### src/rtl/boot_pkg.sv
// ============================================================================
// Module      : boot_pkg
// Description : Shared types and constants for the instruction-memory boot
//               loader (FSM states, word geometry, image field order).
//               BOOT_CHECKSUM_EN adds the checksum state.
// Revision    : 1.0 - initial release
// ============================================================================
`default_nettype none

package boot_pkg;

  localparam int BYTES_PER_WORD = 4;
  localparam int BYTE_CNT_W     = $clog2(BYTES_PER_WORD);

  typedef enum logic [2:0] {
    S_PC   = 3'd0,
    S_CNT  = 3'd1,
    S_LOAD = 3'd2,
`ifdef BOOT_CHECKSUM_EN
    S_CSUM = 3'd3,
`endif
    S_DONE = 3'd4,
    S_ERR  = 3'd5
  } state_e;

  // Fields are listed in the order they appear in the image stream.
  typedef enum logic [1:0] {
    FIELD_PC      = 2'd0,
    FIELD_COUNT   = 2'd1,
    FIELD_PAYLOAD = 2'd2,
    FIELD_CSUM    = 2'd3
  } field_e;

  function automatic logic isReceiving(input state_e s);
    return (s != S_DONE) && (s != S_ERR);
  endfunction

endpackage

`default_nettype wire

### src/rtl/imem_boot_loader_if.sv
// ============================================================================
// Module      : imem_boot_loader_if
// Description : Byte-stream input, instruction-memory write port and core
//               control bundle of the boot loader.
// Revision    : 1.0 - initial release
// ============================================================================
`default_nettype none

interface imem_boot_loader_if #(
  parameter int IMEM_ADDR_W = 8
);
  logic [7:0]             RxData;
  logic                   RxValid;
  logic                   RxReady;
  logic                   ImemWrEn;
  logic [IMEM_ADDR_W-1:0] ImemAddr;
  logic [31:0]            ImemWrData;
  logic                   CoreReset_L;
  logic [31:0]            StartPC;
  logic                   Busy;
  logic                   Error;

  // Host / environment side: sources the image, observes everything else.
  modport master (
    output RxData, RxValid,
    input  RxReady, ImemWrEn, ImemAddr, ImemWrData, CoreReset_L, StartPC, Busy, Error
  );

  // Loader side.
  modport slave (
    input  RxData, RxValid,
    output RxReady, ImemWrEn, ImemAddr, ImemWrData, CoreReset_L, StartPC, Busy, Error
  );
endinterface

`default_nettype wire

### src/rtl/byte_word_assembler.sv
// ============================================================================
// Module      : byte_word_assembler
// Description : Packs big-endian bytes into 32-bit words; word_valid pulses
//               combinationally with the byte that completes a word.
// Revision    : 1.0 - initial release
// ============================================================================
`default_nettype none

module byte_word_assembler
  import boot_pkg::*;
(
  input  wire         Clk,
  input  wire         Reset_L,
  input  wire         byteValid,
  input  wire  [7:0]  byteData,
  output logic        word_valid,
  output logic [31:0] word
);

  logic [BYTE_CNT_W-1:0] r_byteCnt;
  logic [23:0]           r_shift;

  // Counter wraps naturally from 3 to 0 as each word completes.
  always_ff @(posedge Clk or negedge Reset_L) begin
    if (!Reset_L) begin
      r_byteCnt <= '0;
      r_shift   <= '0;
    end else if (byteValid) begin
      r_byteCnt <= r_byteCnt + 1'b1;
      r_shift   <= {r_shift[15:0], byteData};
    end
  end

  assign word_valid = byteValid && (r_byteCnt == BYTE_CNT_W'(BYTES_PER_WORD - 1));
  assign word       = {r_shift, byteData};

endmodule

`default_nettype wire

### src/rtl/imem_boot_loader.sv
// ============================================================================
// Module      : imem_boot_loader
// Description : Loads a byte-serial program image into instruction memory,
//               then releases the core. Define BOOT_CHECKSUM_EN for checksum.
// Revision    : 1.0 - initial release
// ============================================================================
`default_nettype none

module imem_boot_loader
  import boot_pkg::*;
#(
  parameter int IMEM_ADDR_W = 8
) (
  input wire                Clk,
  input wire                Reset_L,
  imem_boot_loader_if.slave bus
);

  localparam logic [32:0] MAX_WORDS = 33'(1) << IMEM_ADDR_W;
`ifdef BOOT_CHECKSUM_EN
  localparam state_e POST_LOAD = S_CSUM;
`else
  localparam state_e POST_LOAD = S_DONE;
`endif

  state_e                 r_state;
  state_e                 w_nextState;
  logic                   r_active;
  logic                   r_wrEn;
  logic [IMEM_ADDR_W-1:0] r_addr;
  logic [31:0]            r_wrData;
  logic                   r_coreRst_L;
  logic [31:0]            r_startPC;
  logic [IMEM_ADDR_W:0]   r_wordCnt;
  logic [IMEM_ADDR_W:0]   r_idx;
  logic                   w_accept;
  logic                   w_wordValid;
  logic [31:0]            w_word;
  logic                   w_lastWord;
  logic                   w_latchPC;
  logic                   w_latchN;
  logic                   w_loadWrite;
  logic                   w_error;
`ifdef BOOT_CHECKSUM_EN
  logic [31:0]            r_sum;
`endif

  assign w_accept   = bus.RxValid && r_active;
  assign w_lastWord = (r_idx == r_wordCnt - 1'b1);

  byte_word_assembler u_asm (
    .Clk        (Clk),
    .Reset_L    (Reset_L),
    .byteValid  (w_accept),
    .byteData   (bus.RxData),
    .word_valid (w_wordValid),
    .word       (w_word)
  );

  always_ff @(posedge Clk or negedge Reset_L) begin
    if (!Reset_L) r_state <= S_PC;
    else          r_state <= w_nextState;
  end

  always_comb begin
    w_nextState = r_state;
    case (r_state)
      S_PC: if (w_wordValid)
        w_nextState = (w_word[1:0] != 2'b00) ? S_ERR : S_CNT;
      S_CNT: if (w_wordValid) begin
        if ({1'b0, w_word} > MAX_WORDS) w_nextState = S_ERR;
        else if (w_word == 32'd0)       w_nextState = POST_LOAD;
        else                            w_nextState = S_LOAD;
      end
      S_LOAD: if (w_wordValid && w_lastWord) w_nextState = POST_LOAD;
`ifdef BOOT_CHECKSUM_EN
      S_CSUM: if (w_wordValid)
        w_nextState = (w_word == r_sum) ? S_DONE : S_ERR;
`endif
      default: w_nextState = r_state;
    endcase
  end

  always_comb begin
    w_latchPC   = 1'b0;
    w_latchN    = 1'b0;
    w_loadWrite = 1'b0;
    w_error     = 1'b0;
    case (r_state)
      S_PC:    w_latchPC   = w_wordValid;
      S_CNT:   w_latchN    = w_wordValid;
      S_LOAD:  w_loadWrite = w_wordValid;
      S_ERR:   w_error     = 1'b1;
      default: ;
    endcase
  end

  // Ready/busy follow the next state so they drop with the final field byte.
  always_ff @(posedge Clk or negedge Reset_L) begin
    if (!Reset_L) begin
      r_active    <= 1'b0;
      r_wrEn      <= 1'b0;
      r_addr      <= '0;
      r_wrData    <= '0;
      r_coreRst_L <= 1'b0;
      r_startPC   <= '0;
      r_wordCnt   <= '0;
      r_idx       <= '0;
    end else begin
      r_active    <= isReceiving(w_nextState);
      r_wrEn      <= w_loadWrite;
      r_coreRst_L <= (r_state == S_DONE);
      if (w_latchPC) r_startPC <= w_word;
      if (w_latchN)  r_wordCnt <= w_word[IMEM_ADDR_W:0];
      if (w_loadWrite) begin
        r_addr   <= r_startPC[IMEM_ADDR_W+1:2] + r_idx[IMEM_ADDR_W-1:0];
        r_wrData <= w_word;
        r_idx    <= r_idx + 1'b1;
      end
    end
  end

`ifdef BOOT_CHECKSUM_EN
  always_ff @(posedge Clk or negedge Reset_L) begin
    if (!Reset_L)         r_sum <= '0;
    else if (w_loadWrite) r_sum <= r_sum + w_word;
  end
`endif

  assign bus.RxReady     = r_active;
  assign bus.Busy        = r_active;
  assign bus.ImemWrEn    = r_wrEn;
  assign bus.ImemAddr    = r_addr;
  assign bus.ImemWrData  = r_wrData;
  assign bus.CoreReset_L = r_coreRst_L;
  assign bus.StartPC     = r_startPC;
  assign bus.Error       = w_error;

endmodule

`default_nettype wire

### src/flat_wrapper.sv
// flat-port wrapper written by rule: the top's interface ports become plain ports
module imem_boot_loader_flat import boot_pkg::*;
#(
  parameter int IMEM_ADDR_W = 8
)
  (Clk, Reset_L, bus_RxData, bus_RxValid, bus_RxReady, bus_ImemWrEn, bus_ImemAddr, bus_ImemWrData, bus_CoreReset_L, bus_StartPC, bus_Busy, bus_Error);
  imem_boot_loader_if #(.IMEM_ADDR_W(IMEM_ADDR_W)) bus_i ();
  input wire Clk;
  input wire Reset_L;
  input wire logic [$bits(bus_i.RxData)-1:0] bus_RxData;
  input wire logic [$bits(bus_i.RxValid)-1:0] bus_RxValid;
  output wire logic [$bits(bus_i.RxReady)-1:0] bus_RxReady;
  output wire logic [$bits(bus_i.ImemWrEn)-1:0] bus_ImemWrEn;
  output wire logic [$bits(bus_i.ImemAddr)-1:0] bus_ImemAddr;
  output wire logic [$bits(bus_i.ImemWrData)-1:0] bus_ImemWrData;
  output wire logic [$bits(bus_i.CoreReset_L)-1:0] bus_CoreReset_L;
  output wire logic [$bits(bus_i.StartPC)-1:0] bus_StartPC;
  output wire logic [$bits(bus_i.Busy)-1:0] bus_Busy;
  output wire logic [$bits(bus_i.Error)-1:0] bus_Error;
  assign bus_i.RxData = bus_RxData;
  assign bus_i.RxValid = bus_RxValid;
  assign bus_RxReady = bus_i.RxReady;
  assign bus_ImemWrEn = bus_i.ImemWrEn;
  assign bus_ImemAddr = bus_i.ImemAddr;
  assign bus_ImemWrData = bus_i.ImemWrData;
  assign bus_CoreReset_L = bus_i.CoreReset_L;
  assign bus_StartPC = bus_i.StartPC;
  assign bus_Busy = bus_i.Busy;
  assign bus_Error = bus_i.Error;
  imem_boot_loader #(.IMEM_ADDR_W(IMEM_ADDR_W)) u_core (.Clk(Clk), .Reset_L(Reset_L), .bus(bus_i));
endmodule
### config.mk
export PLATFORM = sky130hd
export DESIGN_NAME = imem_boot_loader_flat
export DESIGN_NICKNAME = d
export VERILOG_FILES = /design/src/rtl/boot_pkg.sv /design/src/rtl/imem_boot_loader_if.sv /design/src/rtl/byte_word_assembler.sv /design/src/rtl/imem_boot_loader.sv /design/src/flat_wrapper.sv
export SDC_FILE = /design/constraint.sdc
export NUM_CORES = 1
export LEC_CHECK = 0
export ABC_CLOCK_PERIOD_IN_PS = 1720
export CAP_MARGIN = 5
export CORE_ASPECT_RATIO = 0.7
export CORE_UTILIZATION = 48
export DETAILED_ROUTE_END_ITERATION = 6
export GPL_TIMING_DRIVEN = 0
export PLACE_DENSITY_LB_ADDON = 0.2
export SLEW_MARGIN = 20
export SYNTH_ARGS = -nofsm -noshare
export SYNTH_HDL_FRONTEND = slang
export SYNTH_SLANG_ARGS = --single-unit
### constraint.sdc
create_clock -name Clk -period 1.72 [get_ports Clk]
set_input_delay 0.43 -clock Clk [delete_from_list [all_inputs] [get_ports Clk]]
set_output_delay 0.43 -clock Clk [all_outputs]
set_load 0.02 [all_outputs]
# Word level (Yosys, flattened, before mapping)
# Index checks and enable logic that the tools add are counted.
totals:
  regBits: 122
  input_bits: 11
  output_inout_bits: 77
  wordCells: 42
classes:
  n_addsub: 4
  magnitude_cmp: 1
  eq_ne: 8
  mux: 11
  reduce_logical: 7
op_table:
  columns: ["op", "n"]
  rows:
  - ["$gt A32 B9 Y1 const B", 1]
  - ["$logic_not A32 Y1", 1]
  - ["$mux W3", 6]
  - ["$add A9 B1 Y9 const B", 1]
  - ["$eq A9 B9 Y1", 1]
  - ["$pmux W3 S3", 1]
  - ["$sub A9 B1 Y9 const B", 1]
  - ["$add A8 B8 Y8", 1]
  - ["$eq A3 B3 Y1 const B", 2]
  - ["$ne A3 B3 Y1 const B", 2]
  - ["$logic_and A1 B1 Y1", 4]
  - ["$mux W1", 4]
  - ["$eq A3 B1 Y1 const B", 1]
  - ["$eq A3 B2 Y1 const B", 1]
  - ["$logic_not A3 Y1", 1]
  - ["$add A2 B1 Y2 const B", 1]
  - ["$eq A2 B2 Y1 const B", 1]
  - ["$reduce_bool A2 Y1", 1]

# Longest topological paths before layout
# Gate-level depths: netlist of the first run.
logic_depth:
  ltp_word: 7
  ltp_mapped: 9
  depth_no_buf: 9

# By module
# From an unflattened synthesis of the first run, not the netlist that was laid out.
unflattened:
  hier_cells: 468
  area_unflattened_um2: 5465.2
modules_own_cells:
  columns: ["module", "instances", "cells_each", "area_each_um2", "seq_area_each_um2"]
  rows:
  - ["imem_boot_loader", 1, 403, 4326.6, 2402.3]
  - ["byte_word_assembler", 1, 65, 1138.6, 650.6]

# Worst setup path after synthesis of the first run
# Ideal clock, no wire load.
synth_path:
  path_kind: "register -> register"
  from: "reg u_core.r_startPC[2] (netlist: u_core.bus.StartPC[2])"
  to: "reg u_core.r_addr[6] (netlist: u_core.bus.ImemAddr[6])"
  setup_time_ns: 0.122
  t_arrival_ns: 1.730
  required_time_ns: 1.598
  setup_slack_ns: -0.132
  stages_incl_launch_ff: 10
  n_path_buf: 0
  synth_period_minus_slack_ns: 1.852
  cell_sequence: "dfrtp_1 > ha_1 > inv_1 > fa_1 > nor2b_1 > o21ai_0 > a21oi_1 > o21ai_0 > mux2i_1 > nand2_1"
synth_between:
  elab_chain_cells: 1
synth_lines:
  columns: ["element", "line", "rtl"]
  rows:
  - ["from (decl)", "imem_boot_loader.sv:33", "logic [31:0] r_startPC;"]
  - ["from (signal assigned)", "imem_boot_loader.sv:113", "if (w_latchPC) r_startPC <= w_word;"]
  - ["$add A8 B8 Y8", "imem_boot_loader.sv:116", "r_addr <= r_startPC[IMEM_ADDR_W+1:2] + r_idx[IMEM_ADDR_W-1:0];"]
  - ["to (signal assigned)", "imem_boot_loader.sv:116", null]
  - ["to (decl)", "imem_boot_loader.sv:30", "logic [IMEM_ADDR_W-1:0] r_addr;"]
# Every way passes these cells.
# A chain may end at the register's enable or synchronous reset.

# Worst setup path in the final report of the first run
layout_path:
  from: "reg u_core.r_idx[3]"
  to: "reg u_core.r_addr[7] (netlist: u_core.bus.ImemAddr[7])"
layout_between:
  elab_chain_cells: 1
layout_lines:
  columns: ["element", "line", "rtl"]
  rows:
  - ["from (decl)", "imem_boot_loader.sv:35", "logic [IMEM_ADDR_W:0] r_idx;"]
  - ["from (signal assigned)", "imem_boot_loader.sv:118", "r_idx <= r_idx + 1'b1;"]
  - ["$add A8 B8 Y8", "imem_boot_loader.sv:116", null]
# Every way passes these cells.

==> results of run 1 <==
[worst min-delay path: stages]
cell and delay, ps:
dlymetal6s2s_1 210, nand2_1 90, nand2_1 40
[synth_stat cells (2+ instances only)]
master	n	area, sq um
and3_1	2	12.5
nand3_1	7	35.0
nor2_2	2	12.5
mux2_2	58	653
buf_1	2	7.51
nand4_1	3	18.8
nor3_4	2	32.5
buf_2	5	25.0
a31oi_1	2	12.5
nand2_2	3	18.8
ha_1	10	125
xnor2_1	14	123
nand2_1	118	443
buf_4	5	37.5
dfrtp_1	122	3050
nor2b_1	3	18.8
nor3b_1	5	37.5
mux2_1	5	56.3
xor2_1	13	114
nor3_1	4	20.0
o21ai_0	11	55.1
inv_1	9	33.8
nor4_1	7	43.8
clkbuf_1	4	15.0
and4_1	2	17.5
nor2_1	14	52.6
a21oi_1	3	15.0
[layout make-up]
type,instances,area [sq um],area share
flip-flops and latches,122,3060,0.402
multi-input cells,306,2490,0.327
repair buffers,119,1100,0.144
clock buffers,19,453,0.0594
well taps,148,185,0.0243
plain buffers,18,164,0.0215
clock inverters,13,123,0.0161
inverters,10,42.5,0.00558
[path summary, 6_finish.rpt]
| path | slack [ps] | start | to |
|---|---|---|---|
| min reg2reg | 470 | u_core.bus.ImemWrData[26]$_DFFE_PN0P_ | u_core.bus.ImemWrData[26]$_DFFE_PN0P_ |
| max reg2reg | -70 | u_core.r_idx[3]$_DFFE_PN0P_ | u_core.bus.ImemAddr[7]$_DFFE_PN0P_ |
| max | -70 | u_core.r_idx[3]$_DFFE_PN0P_ | u_core.bus.ImemAddr[7]$_DFFE_PN0P_ |
| max in group asynchronous | 440 | Reset_L | u_core.bus.StartPC[2]$_DFFE_PN0P_ |
| min in group asynchronous | 560 | Reset_L | u_core.bus.ImemWrData[28]$_DFFE_PN0P_ |
| min | 420 | bus_RxData[1] | u_core.bus.ImemWrData[1]$_DFFE_PN0P_ |
[through the flow]
| step | hold slack (ps) | total power, mW |
|---|---|---|
| after floorplan | 134 | 2.93 |
| after global placement | 459 | 3.02 |
| after detailed placement | 429 | 3.03 |
| after CTS | 472 | 6.41 |
| after global routing | 400 | 6.59 |
| final | 415 | 6.40 |
[flip-flops by register name (all words and copies together), names as in the netlist]
| register | flops |
|---|---|
| u_core.bus.ImemWrEn | 1 |
| u_core.bus.CoreReset_L | 1 |
| u_core.bus.ImemAddr | 8 |
| u_core.bus.StartPC | 32 |
| u_core.bus.ImemWrData | 32 |
| u_core.u_asm.r_byteCnt | 2 |
| u_core.bus.Busy | 1 |
| u_core.r_idx | 9 |
| u_core.r_wordCnt | 9 |
| u_core.u_asm.r_shift | 24 |
| u_core.r_state | 3 |
[timing repair]
item	CTS	global route
hold buffers	1	0
resized for setup	122	85
pin swaps	12	22
cloned	2	2
endpoints found under the hold margin	34	0
buffers inserted	16	11
setup endpoints to repair	164	89
[cell families after synthesis]
family | after synthesis | synth area share
AOI/OAI and AO/OA | 27 | 0.0347
xor gates and xnor gates | 27 | 0.0446
adders and majority gates | 11 | 0.0274
buffers and inverters | 28 | 0.0278
DFF | 122 | 0.576
muxes | 64 | 0.136
and+or+nand+nor | 177 | 0.154
[routing by layer]
metal / up-vias / global-route usage / wire (um)
met1: 2019 / 0.381 / 6880
li1: 1828 / - / -
met3: 14 / 0.0637 / 728
met2: 120 / 0.359 / 6170
met5: - / 0 / 0
met4: 0 / 0.0873 / 125
[power by group]
part / internal, mW / leakage (nW) / switching (mW) / total, mW
clock network: 2.06 / 0.259 / 1.34 / 3.41
logic: 0.0285 / 2.19 / 0.0858 / 0.114
registers: 2.87 / 1.66 / 0 / 2.87
total: 4.96 / 4.11 / 1.43 / 6.40
==> flow_metrics.tcl, run 1 <==
set metrics [dict create \
    final_common_cell "nand2_1" \
    fp.dieW_um 128 \
    async_reset_ff_frac 1.00 \
    gr-total-overflow 0 \
    hp-class "input port to flop" \
    crit_chain "ha_1, nor2_1, nor2_1, o31a_1, o41ai_2, xnor2_1, o21ai_1" \
    yosysUniqueCellTypes 48 \
    grt_pass1_wl_um 21800 \
    clkLatencyLatePin_ps 410 \
    finalInstanceArea_sq_um 7620 \
    critPathSlowestCell "dfrtp_1" \
    status "complete, but fails checks" \
    crit_type "flop to flop" \
    start_util 0.503 \
    fin_util 0.723 \
    drtAntennaViolNets 0 \
    num-nets-final 616 \
    syn_area_per_cell_sq_um 11.6 \
    cp_max_fo 6 \
    clock-root-buffer "clkbuf_16" \
    portBuffers 87 \
    min_path_cells 3 \
    syn_nets 478 \
    cts.clk_slew.worst_paths_ps 60 \
    powerDensity_nw_per_um2 839 \
    slew_headroom 0.621 \
    grt_pass1_vias 4005 \
    layout-drive-gt1-share 0.333 \
    wirelength_um 13900 \
    max_freq_mhz 559 \
    setup_ws_ps -69.2 \
    num-fill-cells 695 \
    cts_inserted_buffers 17 \
    syn-cell-area_sq_um 5300 \
    synth_edf_count 0 \
    drv_slew 0 \
    worstPathRequired_ps 2010 \
    antenna_found_initial 0 \
    power_leakage_nw 4.11 \
    ys.flop_type "dfrtp_1" \
    critical-path-top-delay-family "flip-flops" \
    place_hpwl_um 8510 \
    coreArea_sq_um 10600 \
    rsz0062_at_grt "yes" \
    rows 31 \
    post_drt_wl_per_cell_um 18.4 \
    timing_hold_violations_final 0 \
    cts_sinks 122 \
    min_period_ps 1790 \
    dp_slack_ps -639 \
    mostFrequentLayoutCells "117 x nand2_1, 113 x dfrtp_1, 76 x dlygate4sd2_1" \
    num_io_pins 88 \
    grt_usage 0.254 \
    viasPerCell 5.27 \
    htree_levels 4 \
    dieArea_sq_um 11500 \
    synth_seq_area_share 0.576 \
    grt_max_degree 70 \
    area_growth_pct 43.8 \
    fin_crit_sh 1.04 \
    fin_cells 755 \
    peakVddDrop_mv 0.733 \
    dp_cells 692 \
    start_kind "flop" \
    synthCells 456 \
    diodes 0 \
    tightest_slew_ps 569 \
    cts_buffer_depth 2 \
    setup_viol 6 \
    ys_ff_latch 122 \
    cts_tree "yes" \
    fp.dieH_um 89.9 \
    dpl_cell_area_sq_um 6400 \
    gp_congestion 0.832 \
    cp_num_cells 7 \
    violations "setup timing" \
    remaining_drc_errors 0 \
    fin_setup_tns_ps -153 \
    skew_ps 11.6 \
    end_kind "flop" \
    drt_first_pass_iters 4 \
    cpMostUsedCell "nor2_1" \
    reg2reg_depth 7 \
    drtIter0Drc 231 \
    vias 3981 \
    arrival_ps 2080 \
    cpPeakStageDelay_ps 490 \
    cp_num_buf_inv 0 \
    drv_cap 0 \
    yosys_warnings 0 \
]
Note: power is estimated with default switching activity, not from simulation.
==> run 2: changes to the inputs <==
SKIP_LAST_GASP = 1   (was not set)
SLEW_MARGIN = not set   (was 20)
==> run 2 against run 1 <==
Compared with the run above: the run still ends with setup timing left; via count increased by 0.95%; sequential power about the same; die area unchanged; hold slack improved by 39 ps; combinational power about the same; first-iteration DRC count increased by 38%; clock power about the same; non-clock buffer count unchanged; routed wire length increased by 1.4%; worst setup slack got worse by 36 ps; register-to-register slack about the same; fmax decreased by 2.0%; critical path type is now input port to flop; highest routed layer unchanged.
==> flow_metrics.tcl, run 2 (synthesis results as in run 1) <==
set metrics [dict create \
    drt_first_pass_iters 4 \
    drtAntennaViolNets 0 \
    hp-class "input port to flop" \
    tightest_slew_ps 593 \
    fp.dieH_um 89.9 \
    ff2ff_setup_slack_ps -70 \
    grt_pass1_vias 4008 \
    antenna_found_initial 0 \
    fin_util 0.706 \
    fin_cells 755 \
    viasPerCell 5.32 \
    internal_power_mw 4.97 \
    gr-total-overflow 0 \
    grt_usage 0.250 \
    final_common_cell "nand2_1" \
    cpPeakStageDelay_ps 560 \
    drv_slew 0 \
    min_period_ps 1830 \
    place_hpwl_um 8530 \
    gp_congestion 0.832 \
    dp_cells 692 \
    power_frac_clock 0.533 \
    rr_endpoint "u_core.bus.ImemAddr[6]$_DFFE_PN0P_" \
    cts_sinks 122 \
    reg2reg_depth 9 \
    cts_tree "yes" \
    timing_hold_violations_final 0 \
    cp_max_fo 5 \
    num-nets-final 616 \
    max_freq_mhz 548 \
    whs_ps 454 \
    critical-path-top-delay-family "simple AND/OR/NAND/NOR gates" \
    skew_ps 7.67 \
    cts.clk_slew.worst_paths_ps 60 \
    seq_power_share 0.449 \
    num_io_pins 88 \
    power_leakage_nw 4.06 \
    startpoint "bus_RxData[2]" \
    crit_type "input port to flop" \
    peakVddDrop_mv 0.782 \
    finalInstanceArea_sq_um 7450 \
    setup_ws_ps -105 \
    switching_share 0.223 \
    grt_pass1_wl_um 21400 \
    cp_num_cells 7 \
    num-fill-cells 748 \
    rsz0062_at_grt "yes" \
    portBuffers 87 \
    powerDensity_nw_per_um2 859 \
    start_util 0.503 \
    dpl_cell_area_sq_um 6400 \
    layout-drive-gt1-share 0.323 \
    mostFrequentLayoutCells "117 x nand2_1, 112 x dfrtp_1, 75 x dlygate4sd2_1" \
    remaining_drc_errors 0 \
    rows 31 \
    p_switching_mw 1.43 \
    combPwrFrac 0.018 \
    fin_crit_sh 1.06 \
    status "complete, but fails checks" \
    slew_headroom 0.604 \
    worstSetupEndpoint "u_core.bus.Busy$_DFF_PN0_" \
    drv_cap 0 \
    post_drt_wl_per_cell_um 18.7 \
    setup_viol 8 \
    crit_chain "clkdlybuf4s50_1, nor4_1, nand2_1, nor2_1, nand3b_1, nand3_1, a31o_1" \
    grt_max_degree 87 \
    start_kind "input port" \
    cp_num_buf_inv 1 \
    cts_inserted_buffers 17 \
    dieArea_sq_um 11500 \
    vias 4019 \
    fp.dieW_um 128 \
    violations "setup timing" \
    clock-root-buffer "clkbuf_16" \
    drtIter0Drc 319 \
    diodes 0 \
    critPathSlowestCell "clkdlybuf4s50_1" \
    coreArea_sq_um 10600 \
    wirelength_um 14100 \
    area_growth_pct 40.5 \
    cts_buffer_depth 2 \
    worstPathRequired_ps 2010 \
    arrival_ps 2120 \
    clkLatencyLatePin_ps 420 \
    worstReg2RegStart "u_core.r_idx[0]$_DFFE_PN0P_" \
    end_kind "flop" \
    htree_levels 4 \
]
run 2: cell types whose count changed in the layout (fill, tap and decap cells not counted), moves of 3 or more:
| cell | previous run | this run |
|---|---|---|
| buf_4 | 27 | 31 |
| buf_8 | 5 | 2 |
| clkdlybuf4s50_1 | 3 | 7 |
| dlymetal6s2s_1 | 4 | 1 |
| mux2_2 | 31 | 58 |
| mux2_4 | 32 | 5 |
| nor4_1 | 2 | 5 |
| o21ai_1 | 1 | 4 |
run 2: worst min path at each step:
stage                     cells past startpoint                                  from                                    to
after floorplan                               0                               Reset_L             u_core.bus.Busy$_DFF_PN0_
after global placement                        2  u_core.bus.ImemWrData[0]$_DFFE_PN0P_  u_core.bus.ImemWrData[0]$_DFFE_PN0P_
after detailed placement                      1                               Reset_L    u_core.bus.StartPC[25]$_DFFE_PN0P_
after CTS                                     2  u_core.bus.ImemWrData[1]$_DFFE_PN0P_  u_core.bus.ImemWrData[1]$_DFFE_PN0P_
after global routing                          3                         bus_RxData[5]  u_core.bus.ImemWrData[5]$_DFFE_PN0P_
final                                         3                         bus_RxData[5]  u_core.bus.ImemWrData[5]$_DFFE_PN0P_
run 2: through the flow:
stage                     setup WS, ps  setup TNS (ps)  power (mW)
after floorplan                  -11.8           -11.8        2.93
after global placement           -4860         -590590        3.02
after detailed placement          -645          -56560        3.03
after CTS                         -161            -634        6.43
after global routing              -200           -1340        6.59
final                             -105            -351        6.40
run 2: what timing repair did:
| item | CTS | global route |
|---|---|---|
| setup endpoints to repair | 175 | 102 |
| buffers inserted | 17 | 14 |
| resized for setup | 111 | 48 |
| hold endpoints to repair | 36 | 0 |
| gates cloned | 1 | 0 |
| hold buffers | 1 | 0 |
| pin swaps | 10 | 16 |
run 2: per-layer routing:
metal	global-route usage	part of all wire	wire, um	up-vias
met5	0	0	0	-
met4	0.0990	0.017	243	0
met3	0.0524	0.060	843	25
met2	0.355	0.45	6390	140
met1	0.373	0.47	6620	2016
li1	-	-	-	1838
run 2: power by group through the flow:
stage                     Clock, mW  Sequential, mW  Combinational [mW]
final                          3.41            2.87               0.113
after CTS                      3.44            2.87               0.113
after global placement            0            2.92               0.100
after detailed placement          0            2.92               0.111
after floorplan                   0            2.92             0.00175
after global routing           3.59            2.87               0.125
run 2: worst min-delay path, stage by stage:
cell	delay, ps
dlymetal6s2s_1	240
nand2_1	120
nand2_1	50
run 2: layout make-up:
cell class	count	area, sq um	area share
Tap cell	148	185	0.0249
Inverter	10	40.0	0.00538
Clock inverter	13	121	0.0163
Sequential cell	122	3070	0.412
Timing Repair Buffer	120	1060	0.143
Multi-Input combinational cell	306	2370	0.318
Buffer	17	150	0.0202
Clock buffer	19	453	0.0608
==> RTL change, RTL diff (flow settings as in run 1) <==
Re-encode `state_e` (5 states) as Gray code, 3 bits wide.
--- a/src/rtl/boot_pkg.sv
+++ b/src/rtl/boot_pkg.sv
@@ -13,14 +13,14 @@
   localparam int BYTE_CNT_W     = $clog2(BYTES_PER_WORD);
 
   typedef enum logic [2:0] {
-    S_PC   = 3'd0,
-    S_CNT  = 3'd1,
-    S_LOAD = 3'd2,
+    S_PC   = 3'b000,
+    S_CNT  = 3'b001,
+    S_LOAD = 3'b011,
 `ifdef BOOT_CHECKSUM_EN
     S_CSUM = 3'd3,
 `endif
-    S_DONE = 3'd4,
-    S_ERR  = 3'd5
+    S_DONE = 3'b010,
+    S_ERR  = 3'b110
   } state_e;
 
   // Fields are listed in the order they appear in the image stream.
Behaviour: same outputs for any inputs over 10 cycles, from zero or initial values and one cycle with Reset_L low; not proved beyond that.
==> RTL change against run 1 <==
- the flow still finishes with violations (setup timing)
- fmax fell by 8.6%
- critical path depth did not move
- hold slack improved by 1.2 ps
- global-route usage decreased by 0.89 points
- sequential cell count unchanged
- worst setup slack got worse by 170 ps
- count of clock-buffer cells in the layout down 2
- cell count increased by 0.53%
- cell area is 2.6% lower
- synthesized area fell by 0.50%
- wire length shrank 4.7%
- critical path type unchanged
Power is not compared: it rests on default switching activity, and its combinational part moved more than twofold at a synthesized area within 25%.
==> RTL change: results (changes against run 1) <==
[finish]
area_share_nonclk_buffers_pct=16.2  ; was 16.6%
multi_input_area_share_pct=30.7  ; was 32.7%
inverters=11  ; was 10
multi_input_cells=309  ; was 306
layout.area.seq_um2=3070  ; was 3060 um^2
n_fill_cell=749  ; was 695
final_cells=759  ; was 755
nNetsFinal=620  ; was 616
clock_tree_area_fraction_pct=8.74  ; was 7.55%
drive_above_1_share_pct=31.3  ; was 33.3%
fin_util_pct=70.7  ; was 72.3%

[logic_synthesis]
synth_common_cells=122 x dfrtp_1, 117 x nand2_1, 66 x mux2_2  ; was 122 x dfrtp_1, 118 x nand2_1, 58 x mux2_2
synth_compound_area_share_pct=4.32  ; was 3.47%
syn_nets=485  ; was 478
yosysTopAreaCell=dfrtp_1  ; unchanged
syn_area_per_cell_um2=11.4  ; was 11.6 um^2
yosys-top-cells-area=dfrtp_1 58%, mux2_2 14%, nand2_1 8.3%, xnor2_1 2.8%, ha_1 2.4%  ; was dfrtp_1 58%, mux2_2 12%, nand2_1 8.4%, ha_1 2.4%, xnor2_1 2.3%
synth_mux_area_share_pct=14.1  ; was 13.6%
synth-xor-area-share_pct=4.48  ; was 4.46%
synth_ff_type=dfrtp_1  ; unchanged
yosysSeqAreaShare_pct=57.9  ; was 57.6%
synth_fa_ha_area_share_pct=2.75  ; was 2.74%
synthDistinctLibCells=45  ; was 48

[setup_path]
crit_family=simple AND/OR/NAND/NOR gates  ; was flip-flops
critPathSlowestCell=or4_4  ; was dfrtp_1
critPathArrivalTime_ps=2290  ; was 2080 ps
max_stage_delay_ps=570  ; was 490 ps
worst-path-max-fanout=3  ; was 6

[global_route]
met1_usage_pct=35.7  ; was 38.1%
met3_usage_pct=6.49  ; was 6.37%
grt_use_met2_pct=35.3  ; was 35.9%
grt_use_total_pct=24.5  ; was 25.4%
grt_pass1_wl_mm=21.2  ; was 21.8 mm
antenna_found_initial=0  ; unchanged
grt_max_degree=77  ; was 70
grt_pass1_vias=3977  ; was 4005

[placed_design]
hpwl_mm=8.50  ; was 8.51 mm
place.gp.congestion=0.802  ; was 0.832
dpl-instance-area_um2=6400  ; about the same
place_inst=699  ; was 692
place_ws_ps=-826  ; was -639 ps

[route]
wl_met2_mm=5.89  ; was 6.17 mm
wl_met1_mm=6.22  ; was 6.88 mm
via_per_inst=5.23  ; was 5.27
totalWireLength_mm=13.2  ; was 13.9 mm
drt_iter0_markers=140  ; was 231
dr_wl_met3_um=939  ; was 728 um

[power]
ir_worst_vdd_mv=0.767
switching_power_uw=3270

[sta]
fin_ws_ps=-239  ; was -69.2 ps
finClkSkew_ps=6.10  ; was 11.6 ps
relSlewSlack_pct=69.6  ; was 62.1%
setup_tns_ps=-649  ; was -153 ps
setup_viol=6  ; unchanged

[outcome]
outcome=complete, but fails checks  ; unchanged
failed_checks=setup timing  ; unchanged

[clocking]
post_cts_buffers=20  ; was 16
ctsResizeCount=126  ; was 122

[RTL change: cell count changes after synthesis, moves of 4 or more]
| cell | delta |
|---|---|
| clkbuf_1 | +13 |
| mux2_2 | +8 |
| mux2_1 | -5 |
| nor3b_1 | -5 |
| buf_4 | -4 |
| o31ai_1 | +4 |
[RTL change: final timing paths]
kind                                            endpoint              startpoint  depth (start not counted)  slack [ps]
worst max register to register           u_core.bus.Busy     u_core.r_wordCnt[3]                          7        -240
worst max-delay path                     u_core.bus.Busy     u_core.r_wordCnt[3]                          7        -240
min in group asynchronous         u_core.bus.StartPC[27]                 Reset_L                          2         520
worst min register to register    u_core.bus.ImemAddr[5]  u_core.bus.ImemAddr[5]                          2         470
max in group asynchronous              u_core.r_state[0]                 Reset_L                          3         470
worst min-delay path            u_core.bus.ImemWrData[5]           bus_RxData[5]                          3         420
[RTL change: cell families after synthesis]
kind of cell    Yosys count
buf+inv                  32
xor+xnor                 27
fa+ha+maj                11
flops                   122
mux                      66
simple gates            170
compound gates           35
